[src/rtl/axi_pkg.sv]
// Shared types and constants for the AXI read arbiter.
// Per-port state encoding and AR field helpers.
package axi_pkg;

  typedef enum logic [1:0] {
    IDLE = 2'd0,
    ADDR = 2'd1,
    DATA = 2'd2
  } port_state_t;

  localparam logic [2:0] RD_TYPE_LINE   = 3'b100;
  localparam logic [1:0] AXI_BURST_INCR = 2'b01;

  function automatic logic [2:0] ar_size(
    input logic [2:0] rd_type
  );
    return (rd_type == RD_TYPE_LINE) ?
      3'b010 : {1'b0, rd_type[1:0]};
  endfunction

endpackage

[src/rtl/axi_rd_if.sv]
// AXI read-address and read-data channel bundle.
// master drives AR and rready; slave drives arready and R.
interface axi_rd_if;
  logic [3:0]  arid;
  logic [31:0] araddr;
  logic [7:0]  arlen;
  logic [2:0]  arsize;
  logic [1:0]  arburst;
  logic [1:0]  arlock;
  logic [3:0]  arcache;
  logic [2:0]  arprot;
  logic        arvalid;
  logic        arready;
  logic [3:0]  rid;
  logic [31:0] rdata;
  logic [1:0]  rresp;
  logic        rlast;
  logic        rvalid;
  logic        rready;

  modport master (
    output arid, araddr, arlen, arsize,
    output arburst, arlock, arcache, arprot,
    output arvalid, rready,
    input  arready,
    input  rid, rdata, rresp, rlast, rvalid
  );

  modport slave (
    input  arid, araddr, arlen, arsize,
    input  arburst, arlock, arcache, arprot,
    input  arvalid, rready,
    output arready,
    output rid, rdata, rresp, rlast, rvalid
  );
endinterface

[src/rtl/axi_rd_port_fsm.sv]
// Per-requester read state and return routing.
// Tracks one outstanding read and steers beats tagged with ID.
module axi_rd_port_fsm
  import axi_pkg::*;
#(
  parameter logic [3:0] ID = 4'd0
) (
  input  logic       clk,
  input  logic       rst_n,
  input  logic       accept,
  input  logic       ar_hs,
  input  logic [3:0] arid,
  input  logic       rvalid,
  input  logic [3:0] rid,
  input  logic       rlast,
  output logic       idle,
  output logic       ret_valid
);

  port_state_t state, state_n;

  assign idle      = (state == IDLE);
  assign ret_valid = rvalid & (rid == ID)
                   & (state == DATA);

  always_ff @(posedge clk or negedge rst_n) begin
    if (!rst_n) state <= IDLE;
    else        state <= state_n;
  end

  always_comb begin
    state_n = state;
    unique case (state)
      IDLE: if (accept) state_n = ADDR;
      ADDR: if (ar_hs && arid == ID)
              state_n = DATA;
      DATA: if (ret_valid && rlast)
              state_n = IDLE;
      default: state_n = IDLE;
    endcase
  end

endmodule

[src/rtl/axi_rd_arbiter.sv]
// Shares one AXI read channel between I-cache and D-cache.
// Round-robin grant into a single AR slot; returns routed by rid.
module axi_rd_arbiter
  import axi_pkg::*;
#(
  parameter logic [3:0] ID_I     = 4'd0,
  parameter logic [3:0] ID_D     = 4'd1,
  parameter logic [7:0] LINE_LEN = 8'd3
) (
  input  logic        aclk,
  input  logic        aresetn,
  input  logic        i_rd_req,
  input  logic [2:0]  i_rd_type,
  input  logic [31:0] i_rd_addr,
  output logic        i_rd_rdy,
  output logic        i_ret_valid,
  output logic        i_ret_last,
  output logic [31:0] i_ret_data,
  input  logic        d_rd_req,
  input  logic [2:0]  d_rd_type,
  input  logic [31:0] d_rd_addr,
  output logic        d_rd_rdy,
  output logic        d_ret_valid,
  output logic        d_ret_last,
  output logic [31:0] d_ret_data,
  axi_rd_if.master    axi,
  output logic        err_rid
);

  logic        ar_valid;
  logic [3:0]  ar_id;
  logic [31:0] ar_addr;
  logic [7:0]  ar_len;
  logic [2:0]  ar_size_q;
  logic        fav_i;
  logic        i_idle, d_idle;
  logic        i_v, d_v, gnt_i, gnt_d;
  logic        ar_hs, acc;
  logic [2:0]  sel_type;

  assign ar_hs = ar_valid & axi.arready;
  assign i_v   = i_rd_req & i_idle;
  assign d_v   = d_rd_req & d_idle;
  // fav_i clear after reset: D wins the first tie
  assign gnt_i = i_v & (~d_v | fav_i);
  assign gnt_d = d_v & (~i_v | ~fav_i);

  assign i_rd_rdy = ~ar_valid & gnt_i;
  assign d_rd_rdy = ~ar_valid & gnt_d;
  assign acc      = i_rd_rdy | d_rd_rdy;
  assign sel_type = d_rd_rdy ? d_rd_type : i_rd_type;

  always_ff @(posedge aclk or negedge aresetn) begin
    if (!aresetn) begin
      ar_valid  <= 1'b0;
      ar_id     <= 4'd0;
      ar_addr   <= 32'd0;
      ar_len    <= 8'd0;
      ar_size_q <= 3'd0;
      fav_i     <= 1'b0;
      err_rid   <= 1'b0;
    end else begin
      if (acc) begin
        ar_valid  <= 1'b1;
        ar_id     <= d_rd_rdy ? ID_D : ID_I;
        ar_addr   <= d_rd_rdy ? d_rd_addr : i_rd_addr;
        ar_len    <= (sel_type == RD_TYPE_LINE) ?
                     LINE_LEN : 8'd0;
        ar_size_q <= ar_size(sel_type);
        fav_i     <= d_rd_rdy;
      end else if (ar_hs) begin
        ar_valid <= 1'b0;
      end
      if (axi.rvalid & ~i_ret_valid & ~d_ret_valid)
        err_rid <= 1'b1;
    end
  end

  axi_rd_port_fsm #(.ID(ID_I)) u_port_i (
    .clk       (aclk),
    .rst_n     (aresetn),
    .accept    (i_rd_rdy),
    .ar_hs     (ar_hs),
    .arid      (ar_id),
    .rvalid    (axi.rvalid),
    .rid       (axi.rid),
    .rlast     (axi.rlast),
    .idle      (i_idle),
    .ret_valid (i_ret_valid)
  );

  axi_rd_port_fsm #(.ID(ID_D)) u_port_d (
    .clk       (aclk),
    .rst_n     (aresetn),
    .accept    (d_rd_rdy),
    .ar_hs     (ar_hs),
    .arid      (ar_id),
    .rvalid    (axi.rvalid),
    .rid       (axi.rid),
    .rlast     (axi.rlast),
    .idle      (d_idle),
    .ret_valid (d_ret_valid)
  );

  assign i_ret_last  = axi.rlast;
  assign i_ret_data  = axi.rdata;
  assign d_ret_last  = axi.rlast;
  assign d_ret_data  = axi.rdata;

  assign axi.arvalid = ar_valid;
  assign axi.arid    = ar_id;
  assign axi.araddr  = ar_addr;
  assign axi.arlen   = ar_len;
  assign axi.arsize  = ar_size_q;
  assign axi.arburst = AXI_BURST_INCR;
  assign axi.arlock  = 2'b00;
  assign axi.arcache = 4'd0;
  assign axi.arprot  = 3'd0;
  assign axi.rready  = 1'b1;

endmodule

[src/flat_wrapper.sv]
// flat-port wrapper written by rule: the top's interface ports become plain ports
module axi_rd_arbiter_flat import axi_pkg::*;
#(
  parameter logic [3:0] ID_I     = 4'd0,
  parameter logic [3:0] ID_D     = 4'd1,
  parameter logic [7:0] LINE_LEN = 8'd3
)
  (aclk, aresetn, i_rd_req, i_rd_type, i_rd_addr, i_rd_rdy, i_ret_valid, i_ret_last, i_ret_data, d_rd_req, d_rd_type, d_rd_addr, d_rd_rdy, d_ret_valid, d_ret_last, d_ret_data, err_rid, axi_arid, axi_araddr, axi_arlen, axi_arsize, axi_arburst, axi_arlock, axi_arcache, axi_arprot, axi_arvalid, axi_rready, axi_arready, axi_rid, axi_rdata, axi_rresp, axi_rlast, axi_rvalid);
  axi_rd_if axi_i ();
  input  logic aclk;
  input  logic aresetn;
  input  logic i_rd_req;
  input  logic [2:0] i_rd_type;
  input  logic [31:0] i_rd_addr;
  output logic i_rd_rdy;
  output logic i_ret_valid;
  output logic i_ret_last;
  output logic [31:0] i_ret_data;
  input  logic d_rd_req;
  input  logic [2:0] d_rd_type;
  input  logic [31:0] d_rd_addr;
  output logic d_rd_rdy;
  output logic d_ret_valid;
  output logic d_ret_last;
  output logic [31:0] d_ret_data;
  output logic err_rid;
  output wire logic [$bits(axi_i.arid)-1:0] axi_arid;
  output wire logic [$bits(axi_i.araddr)-1:0] axi_araddr;
  output wire logic [$bits(axi_i.arlen)-1:0] axi_arlen;
  output wire logic [$bits(axi_i.arsize)-1:0] axi_arsize;
  output wire logic [$bits(axi_i.arburst)-1:0] axi_arburst;
  output wire logic [$bits(axi_i.arlock)-1:0] axi_arlock;
  output wire logic [$bits(axi_i.arcache)-1:0] axi_arcache;
  output wire logic [$bits(axi_i.arprot)-1:0] axi_arprot;
  output wire logic [$bits(axi_i.arvalid)-1:0] axi_arvalid;
  output wire logic [$bits(axi_i.rready)-1:0] axi_rready;
  input wire logic [$bits(axi_i.arready)-1:0] axi_arready;
  input wire logic [$bits(axi_i.rid)-1:0] axi_rid;
  input wire logic [$bits(axi_i.rdata)-1:0] axi_rdata;
  input wire logic [$bits(axi_i.rresp)-1:0] axi_rresp;
  input wire logic [$bits(axi_i.rlast)-1:0] axi_rlast;
  input wire logic [$bits(axi_i.rvalid)-1:0] axi_rvalid;
  assign axi_arid = axi_i.arid;
  assign axi_araddr = axi_i.araddr;
  assign axi_arlen = axi_i.arlen;
  assign axi_arsize = axi_i.arsize;
  assign axi_arburst = axi_i.arburst;
  assign axi_arlock = axi_i.arlock;
  assign axi_arcache = axi_i.arcache;
  assign axi_arprot = axi_i.arprot;
  assign axi_arvalid = axi_i.arvalid;
  assign axi_rready = axi_i.rready;
  assign axi_i.arready = axi_arready;
  assign axi_i.rid = axi_rid;
  assign axi_i.rdata = axi_rdata;
  assign axi_i.rresp = axi_rresp;
  assign axi_i.rlast = axi_rlast;
  assign axi_i.rvalid = axi_rvalid;
  axi_rd_arbiter #(.ID_I(ID_I), .ID_D(ID_D), .LINE_LEN(LINE_LEN)) u_core (.aclk(aclk), .aresetn(aresetn), .i_rd_req(i_rd_req), .i_rd_type(i_rd_type), .i_rd_addr(i_rd_addr), .i_rd_rdy(i_rd_rdy), .i_ret_valid(i_ret_valid), .i_ret_last(i_ret_last), .i_ret_data(i_ret_data), .d_rd_req(d_rd_req), .d_rd_type(d_rd_type), .d_rd_addr(d_rd_addr), .d_rd_rdy(d_rd_rdy), .d_ret_valid(d_ret_valid), .d_ret_last(d_ret_last), .d_ret_data(d_ret_data), .axi(axi_i), .err_rid(err_rid));
endmodule
[config.mk]
export PLATFORM = sky130hd
export DESIGN_NAME = axi_rd_arbiter_flat
export DESIGN_NICKNAME = d
export VERILOG_FILES = /design/src/rtl/axi_pkg.sv /design/src/rtl/axi_rd_if.sv /design/src/rtl/axi_rd_port_fsm.sv /design/src/rtl/axi_rd_arbiter.sv /design/src/flat_wrapper.sv
export SDC_FILE = /design/constraint.sdc
export NUM_CORES = 1
export LEC_CHECK = 0
export ABC_AREA = 1
export CORE_ASPECT_RATIO = 0.5
export CORE_MARGIN = 3
export CORE_UTILIZATION = 34
export CTS_CLUSTER_SIZE = 30
export DETAILED_ROUTE_END_ITERATION = 6
export GPL_ROUTABILITY_DRIVEN = 0
export HOLD_SLACK_MARGIN = 0.1
export PLACE_DENSITY = 0.87
export SLEW_MARGIN = 25
export SYNTH_ARGS = -nofsm -noshare
export SYNTH_HDL_FRONTEND = slang
export SYNTH_SLANG_ARGS = --single-unit
[constraint.sdc]
create_clock -name aclk -period 3.4 [get_ports aclk]
set_clock_uncertainty 0.1 [all_clocks]
set_input_delay 0.68 -clock aclk [delete_from_list [all_inputs] [get_ports aclk]]
set_output_delay 0.68 -clock aclk [all_outputs]
set_load 0.05 [all_outputs]
==> results_dict.tcl <==
set metrics [dict create \
    run_status "finished, final reports clean" \
    ys.warnings.count 0 \
    layout.nets 508 \
    fin_util_pct 47.7 \
    drive_gt1_share_pct 6.60 \
    grtUsageTotal_pct 14.3 \
    p_clk_share_pct 17.1 \
    place_hpwl_mm 5.10 \
    drv_slew 0 \
    synth_simple_gate_area_share_pct 19.0 \
    htreeDepth 2 \
    power_density_mw_per_mm2 1030 \
    io_buffers 125 \
    p_sw_share_pct 48.7 \
    fin_crit_ns 2.77 \
    synth_fa_ha_area_share_pct 0 \
    clock.fmax_mhz 361 \
    overflow 0 \
    cts-root-buf "clkbuf_16" \
    fin_crit_sh_pct 81.4 \
    fp.coreArea_mm2 0.00757 \
    num_rows 22 \
    postRouteAntennaNets 0 \
    grt_start_max_net_pins 45 \
    comb_power_share_pct 59.1 \
    crit_path_end_kind "primary output" \
    cap_viol_max_count 0 \
    fill_cells 727 \
    required_ns 2.62 \
    ctsResizeCount 0 \
    slew-limit-headroom_pct 64.1 \
    synth_edf_count 0 \
    wirelength_mm 6.70 \
    synth_seq_area_share_pct 38.4 \
    postSynthCellCount 342 \
    synth_compound_area_share_pct 9.88 \
    clk_pin_slew_worst_paths_ns 0.06 \
    muxShareOfSynthArea_pct 0 \
    syn-cell-area_mm2 0.00274 \
    diodes 0 \
    cts_sinks 42 \
    post_dp_cell_area_mm2 0.00341 \
    reg2reg_from "u_core.u_port_d.state[0]$_DFFE_PN0P_" \
    design_area_mm2 0.00361 \
    fp.dieW_um 133 \
    seq_power_share_pct 23.8 \
    wire_per_inst_um 13.3 \
    yosys.area.top_type_share_pct 38.4 \
    grt_pass1_vias 2132 \
    die_y_um 69.4 \
    netlist_top_cells_count "buf_4 (93), nand2_1 (78), dfrtp_1 (42)" \
    slowest_stage "clkdlybuf4s50_1" \
    clock_latency_ns 0.28 \
    yosys-top-cells-area "dfrtp_1 (38%), buf_4 (26%), nand2_1 (11%), a31oi_1 (7.5%), nor2_1 (5.1%)" \
    internal_power_mw 1.91 \
    synth_top_area_cell "dfrtp_1" \
    worst-path-buf-inv 2 \
    grt_pass1_wl_mm 10.8 \
    worst_slack_ns 0.631 \
    cp_max_fo 3 \
    holdCritPathClass "primary input to asynchronous set/reset pin" \
    p_sw_mw 1.81 \
    critPathMostFrequentCell "clkdlybuf4s50_1" \
    synth_xor_area_share_pct 0 \
    route.detailed.drc 0 \
    max_slew.worst_pin.slew_ns 0.536 \
    cts_tree "yes" \
    whs_ns 0.285 \
    setup-violations-final 0 \
    crit_path_max_incr_delay_ns 0.82 \
    rsz0062_at_grt "false" \
    crit_chain "clkdlybuf4s50_1 -> clkdlybuf4s50_1" \
    cts_buffers 5 \
    vias 2168 \
    cp_data_arrival_time_ns 1.99 \
    tns_ns 0 \
    io_pins 246 \
    initial_core_util_pct 36.1 \
    power.leakage_nw 1.59 \
    yosysMostFrequentCell "buf_4" \
    post_cts_buffers 0 \
    hold_viol 0 \
    antenna_found_initial 0 \
    async_reset_ff_share_pct 100 \
    crit_start "axi_rlast" \
    yosys_register_bits 42 \
    cpLargestDelayFamily "buffers and inverters" \
    place_ws_ns 0.623 \
    avgSynthCellArea_um2 8.00 \
    cts_hold_buf 0 \
    firstDrtPassIters 4 \
    yosys_most_used_dff "dfrtp_1" \
    cp-start-kind "primary input" \
    synth_cell_types 23 \
    syn_to_final_growth_pct 31.9 \
    routed_via_density 4.32 \
    die_area_mm2 0.00922 \
    vdd_drop_max_mv 0.342 \
    drtIter0Drc 125 \
    clockBufferDepth 2 \
    path_class "primary input to primary output" \
    synth_top_family_by_area "buffers and inverters" \
]
layout by cell type (no fill, tap or decap), types with 4 or more instances in the layout:
cell type	netlist	routed
conb_1	2	22
clkdlybuf4s50_1	0	120
buf_4	93	7
o21ai_0	5	5
a31oi_1	33	33
clkbuf_16	0	5
o21ai_1	4	4
dfrtp_1	42	42
inv_1	17	17
nand2_1	78	78
nand3_1	5	5
nor2_1	37	37
final timing paths:
| path | end | cells past startpoint | slack [ns] |
|---|---|---|---|
| hold / removal | u_core.axi.araddr[26]$_DFFE_PN0P_ | 1 | 0.29 |
| max in group asynchronous | u_core.axi.araddr[10]$_DFFE_PN0P_ | 1 | 2.55 |
| setup / recovery | d_ret_last | 2 | 0.63 |
| min in group aclk | u_core.err_rid$_DFFE_PN0P_ | 1 | 0.38 |
| hold reg to reg | u_core.err_rid$_DFFE_PN0P_ | 1 | 0.38 |
| setup reg to reg | u_core.axi.araddr[31]$_DFFE_PN0P_ | 8 | 1.43 |
flip-flops by register name (all words and copies together), names as in the netlist:
| register | flops |
|---|---|
| u_core.err_rid | 1 |
| u_core.axi.arvalid | 1 |
| u_core.axi.araddr | 32 |
| u_core.u_port_i.state | 2 |
| u_core.axi.arlen | 1 |
| u_core.axi.arsize | 2 |
| u_core.u_port_d.state | 2 |
| u_core.axi.arid | 1 |
power by group through the flow:
stage / registers, mW / clock network (mW) / logic, mW
final: 0.886 / 0.636 / 2.20
after global routing: 0.924 / 0.669 / 2.34
after CTS: 0.891 / 0.639 / 2.22
after detailed placement: 0.898 / 0 / 2.21
after global placement: 0.885 / 0 / 2.18
after floorplan: 1.62 / 0 / 1.06
metrics by stage:
step           total power, mW  instances
2_1_floorplan             2.68        362
6_report                  3.72        502
3_5_place_dp              3.11        494
3_3_place_gp              3.06        494
4_1_cts                   3.75        502
5_1_grt                   3.93        502
final cells by class:
cell class	instances	area, µm²	area share, %
clock inverters	2	60.1	1.66
multi-input cells	196	873	24.2
inverters	20	76.3	2.12
well taps	108	135	3.74
flip-flops and latches	42	1050	29.1
clock buffers	6	139	3.85
repair buffers	128	1270	35.3
layer usage:
layer  global-route usage [%]  routed length, µm  vias to the layer above  part of all wire (%)
met5                        0                  0                        -                     0
met4                     5.76                204                        0                   3.0
met3                     4.93                410                       27                   6.1
met2                     24.0               3400                       70                    51
met1                     16.7               2690                      996                    40
li1                         -                  -                     1075                     -
cells by family (layout without fill, tap and decap cells):
logic type | count (synthesis) | in the layout
flops | 42 | 42
compound gates | 45 | 45
buf+inv | 124 | 156
simple gates | 129 | 129
other cells | 2 | 22
(Power assumes the default switching activity.)
